==> src/rtl/mdu_pkg.sv <==
// Shared definitions for the multiply/divide unit: the op encodings the core
// drives on `op`, the controller state encoding, and a constant-evaluable
// ceil(log2) used to size the iteration counter.
package mdu_pkg;

    typedef enum logic [2:0] {
        OP_MULT  = 3'd0,
        OP_MULTU = 3'd1,
        OP_DIV   = 3'd2,
        OP_DIVU  = 3'd3,
        OP_MTHI  = 3'd4,
        OP_MTLO  = 3'd5
    } op_e;

    typedef enum logic [1:0] {
        S_IDLE  = 2'd0,
        S_CALC  = 2'd1,
        S_FIXUP = 2'd2
    } state_e;

    function automatic int clog2(input int n);
        int r;
        r = 0;
        while ((1 << r) < n) r++;
        return r;
    endfunction

endpackage

==> src/rtl/mul_div_unit_if.sv <==
// Core <-> multiply/divide unit bundle.
//   start/op/in_a/in_b/flush : request side, driven by the core (master)
//   busy/done/hi/lo          : status and HI/LO registers, driven by the unit (slave)
interface mul_div_unit_if #(
    parameter int WIDTH = 32
);
    logic             start;
    logic [2:0]       op;
    logic [WIDTH-1:0] in_a;
    logic [WIDTH-1:0] in_b;
    logic             flush;
    logic             busy;
    logic             done;
    logic [WIDTH-1:0] hi;
    logic [WIDTH-1:0] lo;

    modport master (
        output start, op, in_a, in_b, flush,
        input  busy, done, hi, lo
    );

    modport slave (
        input  start, op, in_a, in_b, flush,
        output busy, done, hi, lo
    );
endinterface

==> src/rtl/mdu_step.sv <==
// One combinational iteration step shared by multiply and divide.
//   is_div  : 0 = shift-add multiply step, 1 = restoring-division step
//   operand : multiplicand (mul) or divisor (div), magnitude form
//   hi_in/lo_in   : upper/lower accumulator halves before the step
//   hi_out/lo_out : accumulator halves after the step
// Multiply: lo holds the remaining multiplier bits (LSB consumed each step),
// hi the partial product; the pair shifts right by one.
// Divide: hi holds the partial remainder, lo the dividend bits (MSB consumed
// each step) and collects quotient bits from the right.
module mdu_step #(
    parameter int WIDTH = 32
) (
    input  logic             is_div,
    input  logic [WIDTH-1:0] operand,
    input  logic [WIDTH-1:0] hi_in,
    input  logic [WIDTH-1:0] lo_in,
    output logic [WIDTH-1:0] hi_out,
    output logic [WIDTH-1:0] lo_out
);
    logic [WIDTH:0] sum;
    logic [WIDTH:0] shifted;
    logic [WIDTH:0] trial;
    logic           fits;

    always_comb begin
        sum     = {1'b0, hi_in} + (lo_in[0] ? {1'b0, operand} : '0);
        shifted = {hi_in, lo_in[WIDTH-1]};
        trial   = shifted - {1'b0, operand};
        fits    = (shifted >= {1'b0, operand});
        if (is_div) begin
            // Remainder stays below the divisor, so WIDTH bits always suffice.
            hi_out = fits ? trial[WIDTH-1:0] : shifted[WIDTH-1:0];
            lo_out = {lo_in[WIDTH-2:0], fits};
        end else begin
            hi_out = sum[WIDTH:1];
            lo_out = {sum[0], lo_in[WIDTH-1:1]};
        end
    end
endmodule

==> src/rtl/mul_div_unit.sv <==
// Iterative multiply/divide unit with architectural HI/LO registers.
// Ports:
//   clk   : core clock, rising edge
//   reset : asynchronous, active-low reset
//   bus   : slave side of mul_div_unit_if (start/op/in_a/in_b/flush in,
//           busy/done/hi/lo out)
// Operands are reduced to magnitudes on entry, BITS_PER_CYCLE mdu_step
// instances iterate N = WIDTH/BITS_PER_CYCLE times, and a single FIXUP cycle
// applies the recorded signs before committing to HI/LO.
module mul_div_unit
    import mdu_pkg::*;
#(
    parameter int WIDTH          = 32,
    parameter int BITS_PER_CYCLE = 1
) (
    input  logic                 clk,
    input  logic                 reset,
    mul_div_unit_if.slave        bus
);
    localparam int N  = WIDTH / BITS_PER_CYCLE;
    localparam int CW = (clog2(N) > 0) ? clog2(N) : 1;
    localparam logic [CW-1:0] CNT_LAST = CW'(N - 1);

    state_e           state_q, state_d;
    logic [CW-1:0]    cnt_q, cnt_d;
    logic [WIDTH-1:0] acc_hi_q, acc_hi_d;
    logic [WIDTH-1:0] acc_lo_q, acc_lo_d;
    logic [WIDTH-1:0] operand_q, operand_d;
    logic             is_div_q, is_div_d;
    logic             neg_res_q, neg_res_d;   // negate product / quotient
    logic             neg_rem_q, neg_rem_d;   // negate remainder (sign of a)
    logic             b_zero_q, b_zero_d;
    logic [WIDTH-1:0] hi_q, hi_d;
    logic [WIDTH-1:0] lo_q, lo_d;
    logic             busy_q, busy_d;
    logic             done_q, done_d;

    // Step chain: element 0 is the registered accumulator, element
    // BITS_PER_CYCLE is the value after this cycle's iterations.
    logic [WIDTH-1:0] chain_hi [BITS_PER_CYCLE+1];
    logic [WIDTH-1:0] chain_lo [BITS_PER_CYCLE+1];

    assign chain_hi[0] = acc_hi_q;
    assign chain_lo[0] = acc_lo_q;

    for (genvar i = 0; i < BITS_PER_CYCLE; i++) begin : g_step
        mdu_step #(.WIDTH(WIDTH)) u_step (
            .is_div  (is_div_q),
            .operand (operand_q),
            .hi_in   (chain_hi[i]),
            .lo_in   (chain_lo[i]),
            .hi_out  (chain_hi[i+1]),
            .lo_out  (chain_lo[i+1])
        );
    end

    logic             signed_op;
    logic             sign_a, sign_b;
    logic [WIDTH-1:0] a_mag, b_mag;
    logic [2*WIDTH-1:0] product;
    logic [WIDTH-1:0] quot_fix, rem_fix;

    always_comb begin
        // NOTE: every _d takes its _q value first so no path through the
        // case statement leaves a signal unassigned (which would infer a latch).
        state_d   = state_q;
        cnt_d     = cnt_q;
        acc_hi_d  = acc_hi_q;
        acc_lo_d  = acc_lo_q;
        operand_d = operand_q;
        is_div_d  = is_div_q;
        neg_res_d = neg_res_q;
        neg_rem_d = neg_rem_q;
        b_zero_d  = b_zero_q;
        hi_d      = hi_q;
        lo_d      = lo_q;
        done_d    = 1'b0;

        signed_op = (bus.op == OP_MULT) || (bus.op == OP_DIV);
        sign_a    = signed_op && bus.in_a[WIDTH-1];
        sign_b    = signed_op && bus.in_b[WIDTH-1];
        a_mag     = sign_a ? -bus.in_a : bus.in_a;
        b_mag     = sign_b ? -bus.in_b : bus.in_b;

        product  = neg_res_q ? -{acc_hi_q, acc_lo_q} : {acc_hi_q, acc_lo_q};
        quot_fix = neg_res_q ? -acc_lo_q : acc_lo_q;
        // With a zero divisor the remainder ends up as |a|; re-applying the
        // sign of a reproduces in_a exactly, which is the required HI value.
        rem_fix  = neg_rem_q ? -acc_hi_q : acc_hi_q;

        case (state_q)
            S_IDLE: begin
                // flush in the same cycle drops the request, MTHI/MTLO included.
                if (bus.start && !bus.flush) begin
                    case (bus.op)
                        OP_MULT, OP_MULTU, OP_DIV, OP_DIVU: begin
                            is_div_d  = (bus.op == OP_DIV) || (bus.op == OP_DIVU);
                            neg_res_d = sign_a ^ sign_b;
                            neg_rem_d = sign_a;
                            b_zero_d  = (bus.in_b == '0);
                            cnt_d     = '0;
                            acc_hi_d  = '0;
                            acc_lo_d  = is_div_d ? a_mag : b_mag;
                            operand_d = is_div_d ? b_mag : a_mag;
                            state_d   = S_CALC;
                        end
                        OP_MTHI: hi_d = bus.in_a;
                        OP_MTLO: lo_d = bus.in_a;
                        default: ;
                    endcase
                end
            end
            S_CALC: begin
                if (bus.flush) begin
                    state_d = S_IDLE;
                end else begin
                    acc_hi_d = chain_hi[BITS_PER_CYCLE];
                    acc_lo_d = chain_lo[BITS_PER_CYCLE];
                    cnt_d    = cnt_q + CW'(1);
                    if (cnt_q == CNT_LAST) state_d = S_FIXUP;
                end
            end
            S_FIXUP: begin
                state_d = S_IDLE;
                if (!bus.flush) begin
                    done_d = 1'b1;
                    if (!is_div_q) begin
                        {hi_d, lo_d} = product;
                    end else if (b_zero_q) begin
                        lo_d = '1;
                        hi_d = rem_fix;
                    end else begin
                        lo_d = quot_fix;
                        hi_d = rem_fix;
                    end
                end
            end
            default: state_d = S_IDLE;
        endcase

        busy_d = (state_d != S_IDLE);
    end

    // NOTE: all state is cleared by the asynchronous reset; none of these
    // flops is a storage array, so there is no reason to leave any unreset.
    always_ff @(posedge clk or negedge reset) begin
        if (!reset) begin
            state_q   <= S_IDLE;
            cnt_q     <= '0;
            acc_hi_q  <= '0;
            acc_lo_q  <= '0;
            operand_q <= '0;
            is_div_q  <= 1'b0;
            neg_res_q <= 1'b0;
            neg_rem_q <= 1'b0;
            b_zero_q  <= 1'b0;
            hi_q      <= '0;
            lo_q      <= '0;
            busy_q    <= 1'b0;
            done_q    <= 1'b0;
        end else begin
            // NOTE: non-blocking updates so every flop samples the pre-edge
            // values computed above, independent of statement order.
            state_q   <= state_d;
            cnt_q     <= cnt_d;
            acc_hi_q  <= acc_hi_d;
            acc_lo_q  <= acc_lo_d;
            operand_q <= operand_d;
            is_div_q  <= is_div_d;
            neg_res_q <= neg_res_d;
            neg_rem_q <= neg_rem_d;
            b_zero_q  <= b_zero_d;
            hi_q      <= hi_d;
            lo_q      <= lo_d;
            busy_q    <= busy_d;
            done_q    <= done_d;
        end
    end

    assign bus.busy = busy_q;
    assign bus.done = done_q;
    assign bus.hi   = hi_q;
    assign bus.lo   = lo_q;
endmodule

==> src/flat_wrapper.sv <==
// flat-port wrapper written by rule: the top's interface ports become plain ports
module mul_div_unit_flat import mdu_pkg::*;
#(
    parameter int WIDTH          = 32,
    parameter int BITS_PER_CYCLE = 1
)
  (clk, reset, bus_start, bus_op, bus_in_a, bus_in_b, bus_flush, bus_busy, bus_done, bus_hi, bus_lo);
  mul_div_unit_if #(.WIDTH(WIDTH)) bus_i ();
  input  logic clk;
  input  logic reset;
  input wire logic [$bits(bus_i.start)-1:0] bus_start;
  input wire logic [$bits(bus_i.op)-1:0] bus_op;
  input wire logic [$bits(bus_i.in_a)-1:0] bus_in_a;
  input wire logic [$bits(bus_i.in_b)-1:0] bus_in_b;
  input wire logic [$bits(bus_i.flush)-1:0] bus_flush;
  output wire logic [$bits(bus_i.busy)-1:0] bus_busy;
  output wire logic [$bits(bus_i.done)-1:0] bus_done;
  output wire logic [$bits(bus_i.hi)-1:0] bus_hi;
  output wire logic [$bits(bus_i.lo)-1:0] bus_lo;
  assign bus_i.start = bus_start;
  assign bus_i.op = bus_op;
  assign bus_i.in_a = bus_in_a;
  assign bus_i.in_b = bus_in_b;
  assign bus_i.flush = bus_flush;
  assign bus_busy = bus_i.busy;
  assign bus_done = bus_i.done;
  assign bus_hi = bus_i.hi;
  assign bus_lo = bus_i.lo;
  mul_div_unit #(.WIDTH(WIDTH), .BITS_PER_CYCLE(BITS_PER_CYCLE)) u_core (.clk(clk), .reset(reset), .bus(bus_i));
endmodule
==> config.mk <==
export PLATFORM = sky130hd
export DESIGN_NAME = mul_div_unit_flat
export DESIGN_NICKNAME = d
export VERILOG_FILES = /design/src/rtl/mdu_pkg.sv /design/src/rtl/mul_div_unit_if.sv /design/src/rtl/mdu_step.sv /design/src/rtl/mul_div_unit.sv /design/src/flat_wrapper.sv
export SDC_FILE = /design/constraint.sdc
export NUM_CORES = 1
export LEC_CHECK = 0
export BUFFER_PORTS_ARGS = -buffer_cell sky130_fd_sc_hd__buf_2
export CAP_MARGIN = 10
export CORE_MARGIN = 3
export CORE_UTILIZATION = 45
export DETAILED_ROUTE_END_ITERATION = 7
export GPL_TIMING_DRIVEN = 0
export SYNTH_ARGS = -nofsm -noshare
export SYNTH_HDL_FRONTEND = slang
export SYNTH_SLANG_ARGS = --single-unit
==> constraint.sdc <==
create_clock -name clk -period 8.56 [get_ports clk]
set_input_delay 0.856 -clock clk [delete_from_list [all_inputs] [get_ports clk]]
set_output_delay 0.856 -clock clk [all_outputs]
set_load 0.05 [all_outputs]
==> results.py <==
metrics = {
    "logic_synthesis": {
        "netlist.area_leader.share_pct": 28.64,
        "syn-instance-count": 1971,
        "synth.largest_area_cell": "dfrtp_1",
        "synth-xor-area-share_pct": 9.791,
        "synth_edf_count": 0,
        "ys_seq_elements": 173,
        "syn-num-nets": 2114,
        "synth_area_leaders": "dfrtp_1 29%, o21ai_0 7.0%, xnor2_1 6.1%",
        "seq_area_frac_synth_pct": 28.64,
        "synthMostInstantiatedCell": "nand2_1",
        "synth-simple-area-share_pct": 20.56,
        "synth_cell_type_count": 78,
        "synth_top_family_by_area": "compound AO/OA/AOI/OAI gates",
        "synth_compound_area_share_pct": 26.02,
        "synth_mux_area_share_pct": 4.047,
        "yosys_warnings": 0,
        "synth_ff_type": "dfrtp_1",
        "netlist_area_mm2": 0.01512,
        "async_reset_ff_share_pct": 100.0,
        "synthAdderAreaFrac_pct": 6.059,
        "synth_common_cells": "222 x nand2_1, 211 x o21ai_0, 182 x nor2_1",
        "synth_area_per_cell_um2": 7.670,
    },
    "pwr": {
        "power_density_mw_per_mm2": 320.0,
        "power.leakage_nw": 7.397,
        "p_clk_share_pct": 14.7,
        "finalPower_mw": 5.420,
        "cell_internal_pwr_mw": 2.590,
        "peakVddDrop_mv": 0.1678,
        "p_switching_mw": 2.831,
        "share_comb_of_total_power_pct": 60.1,
        "swShare_pct": 52.23,
        "seq_power_share_pct": 25.2,
    },
    "grt": {
        "grt_pass1_wl_um": 94140,
        "track_usage_pct": 34.64,
        "grt_pass1_vias": 15030,
        "gr-total-overflow": 0,
        "antenna_found_initial": 0,
        "grt_max_degree": 94,
    },
    "floorplan": {
        "rows": 66,
        "core-area_mm2": 0.03278,
        "design.portCount": 137,
        "die-area_mm2": 0.03583,
        "die_w_um": 189.3,
        "start_util_pct": 46.11,
        "die_h_um": 189.3,
    },
    "routing": {
        "drc": 0,
        "drt-pass1-iter-count": 6,
        "first_iter_violations": 2191,
        "wl_um": 63400,
        "via_count": 16260,
        "final_antenna_net_count": 0,
        "wl_per_cell_um": 24.58,
        "via_per_inst": 6.305,
    },
    "timing": {
        "rsz0062_at_grt": "false",
        "worst_pin_slew_ns": 1.038,
        "slew_violations": 0,
        "setup_viol": 0,
        "finClkSkew_ns": 0.01379,
        "fin_hold_ws_ns": 0.3567,
        "layout_min_cycle_time_ns": 5.039,
        "max_freq_ghz": 0.1985,
        "relSlewSlack_pct": 30.55,
        "hold_violations": 0,
        "fin_crit_sh_pct": 58.87,
        "fin_tns_setup_ns": 0,
        "setup_slack_ns": 3.521,
    },
    "clock_tree": {
        "holdBufCountCts": 0,
        "root_buffer": "clkbuf_16",
        "clockBufferDepth": 2,
        "clock_sinks": 173,
        "cts_tree": "built",
        "post_cts_resized": 0,
        "clock_latency_ns": 0.47,
        "clk_pin_slew_ns": 0.08,
        "cts_setup_buffers": 0,
        "cts-buffers-inserted": 17,
        "htree_levels": 4,
    },
    "worst_setup_path": {
        "crit_type": "register to register",
        "worstPathCellList": "inv_1 > clkbuf_1 > nor2_1 > ha_1 > a211oi_1 > o21ai_0 > a2111oi_1 > nor3_1 > a21oi_2 > o21ai_1 > a221oi_1 > mux2i_1 > a32o_1",
        "r2r_slack_ns": 3.52,
        "cpMaxStageDelayCell": "a2111oi_1",
        "critPathMaxFanout": 10,
        "crit_path_end_kind": "register",
        "startpoint_type": "register",
        "regToRegEndpoint": "u_core.acc_hi_q[30]",
        "crit_buf_inv": 2,
        "cp.arrival_ns": 5.44,
        "cpPeakStageDelay_ns": 0.73,
        "path_delay_family": "compound AO/OA/AOI/OAI gates",
        "ff2ff_path_depth": 13,
        "r2r-start": "u_core.acc_lo_q[0]",
        "required_ns": 8.96,
    },
    "layout": {
        "diodes": 0,
        "layout-drive-gt1-share_pct": 9.593,
        "area_growth_pct": 12.07,
        "layout.cells.non_filler": 2579,
        "fillers": 3322,
        "final_util_pct": 51.68,
        "fin_area_mm2": 0.01694,
        "fin_nets": 2267,
    },
    "placed_design": {
        "post_dp_cell_area_mm2": 0.01637,
        "place_hpwl_um": 50300,
        "place_ws_ns": 3.640,
        "post-place-cells": 2547,
        "placement.io_buffers": 133,
        "place_congestion": 0.9578,
    },
    "outcome": {
        "status": "complete, no violations",
    },
    "min_path": {
        "hp-class": "input pin to async pin",
    },
    "run": {
        "max_cap_violations": 0,
    },
}
-- power groups by stage --
stage	Clock (mW)	Sequential (mW)	Combinational [mW]
2_1_floorplan	0	1.46	2.13
3_3_place_gp	0	1.36	3.16
3_5_place_dp	0	1.36	3.18
4_1_cts	0.800	1.35	3.19
5_1_grt	0.833	1.38	3.54
6_report	0.799	1.37	3.26
-- state kept, by name, indices dropped and copies added (netlist names) --
name,cells
u_core.bus.hi,32
u_core.acc_lo_q,32
u_core.is_div_q,1
u_core.cnt_q,5
u_core.neg_rem_q,1
u_core.acc_hi_q,32
u_core.state_q,2
u_core.bus.busy,1
u_core.bus.done,1
u_core.operand_q,32
u_core.bus.lo,32
u_core.neg_res_q,1
u_core.b_zero_q,1
-- worst max-delay path by stage --
stage	start	end	slack [ns]	depth (start not counted)
after floorplan	u_core.acc_lo_q[0]	u_core.acc_hi_q[30]	5.10	13
after global placement	reset	u_core.operand_q[10]	3.63	1
after detailed placement	u_core.acc_lo_q[0]	u_core.acc_hi_q[30]	3.64	13
after CTS	u_core.acc_lo_q[0]	u_core.acc_hi_q[30]	3.61	13
after global routing	u_core.acc_lo_q[0]	u_core.acc_hi_q[30]	3.36	13
final	u_core.acc_lo_q[0]	u_core.acc_hi_q[30]	3.52	13
-- area by class of cell --
type                            count  area [µm²]  area share [%]
Clock buffer                       17       425.4           2.511
Sequential cell                   173        4329           25.55
Buffer                            128       490.5           2.895
Tap cell                          442       553.0           3.264
Multi-Input combinational cell   1604       10050           59.32
Timing Repair Buffer              134       703.2           4.151
Clock inverter                     15       142.6          0.8420
Inverter                           66       247.7           1.462
-- layout by cell type (no fill, tap or decap), types with 41 or more instances in the layout --
cell type    n
xor2_1      63
buf_2      135
nand3_1     63
ha_1        70
dfrtp_1    173
o21ai_0    211
clkbuf_1   116
nor3_1      41
nor2_1     182
inv_1       64
nand2_1    222
mux2i_1     51
xnor2_1    106
a21oi_1    166
-- kinds of logic (layout without fill, tap and decap cells) --
family          count (synthesis)  in the layout
compound gates                640            640
xor+xnor                      169            169
fa+ha+maj                      72             72
buf+inv                       194            360
flops                         173            173
mux                            60             60
simple gates                  663            663
-- metal layers --
layer / up-vias / share of wire [%] / track usage (%)
met5: - / 0 / 0
met4: 0 / 3.2 / 10.69
met3: 130 / 11 / 7.388
met2: 908 / 42 / 51.95
met1: 7797 / 44 / 50.00
li1: 7426 / - / -
Note: power is estimated with default switching activity, not from simulation.
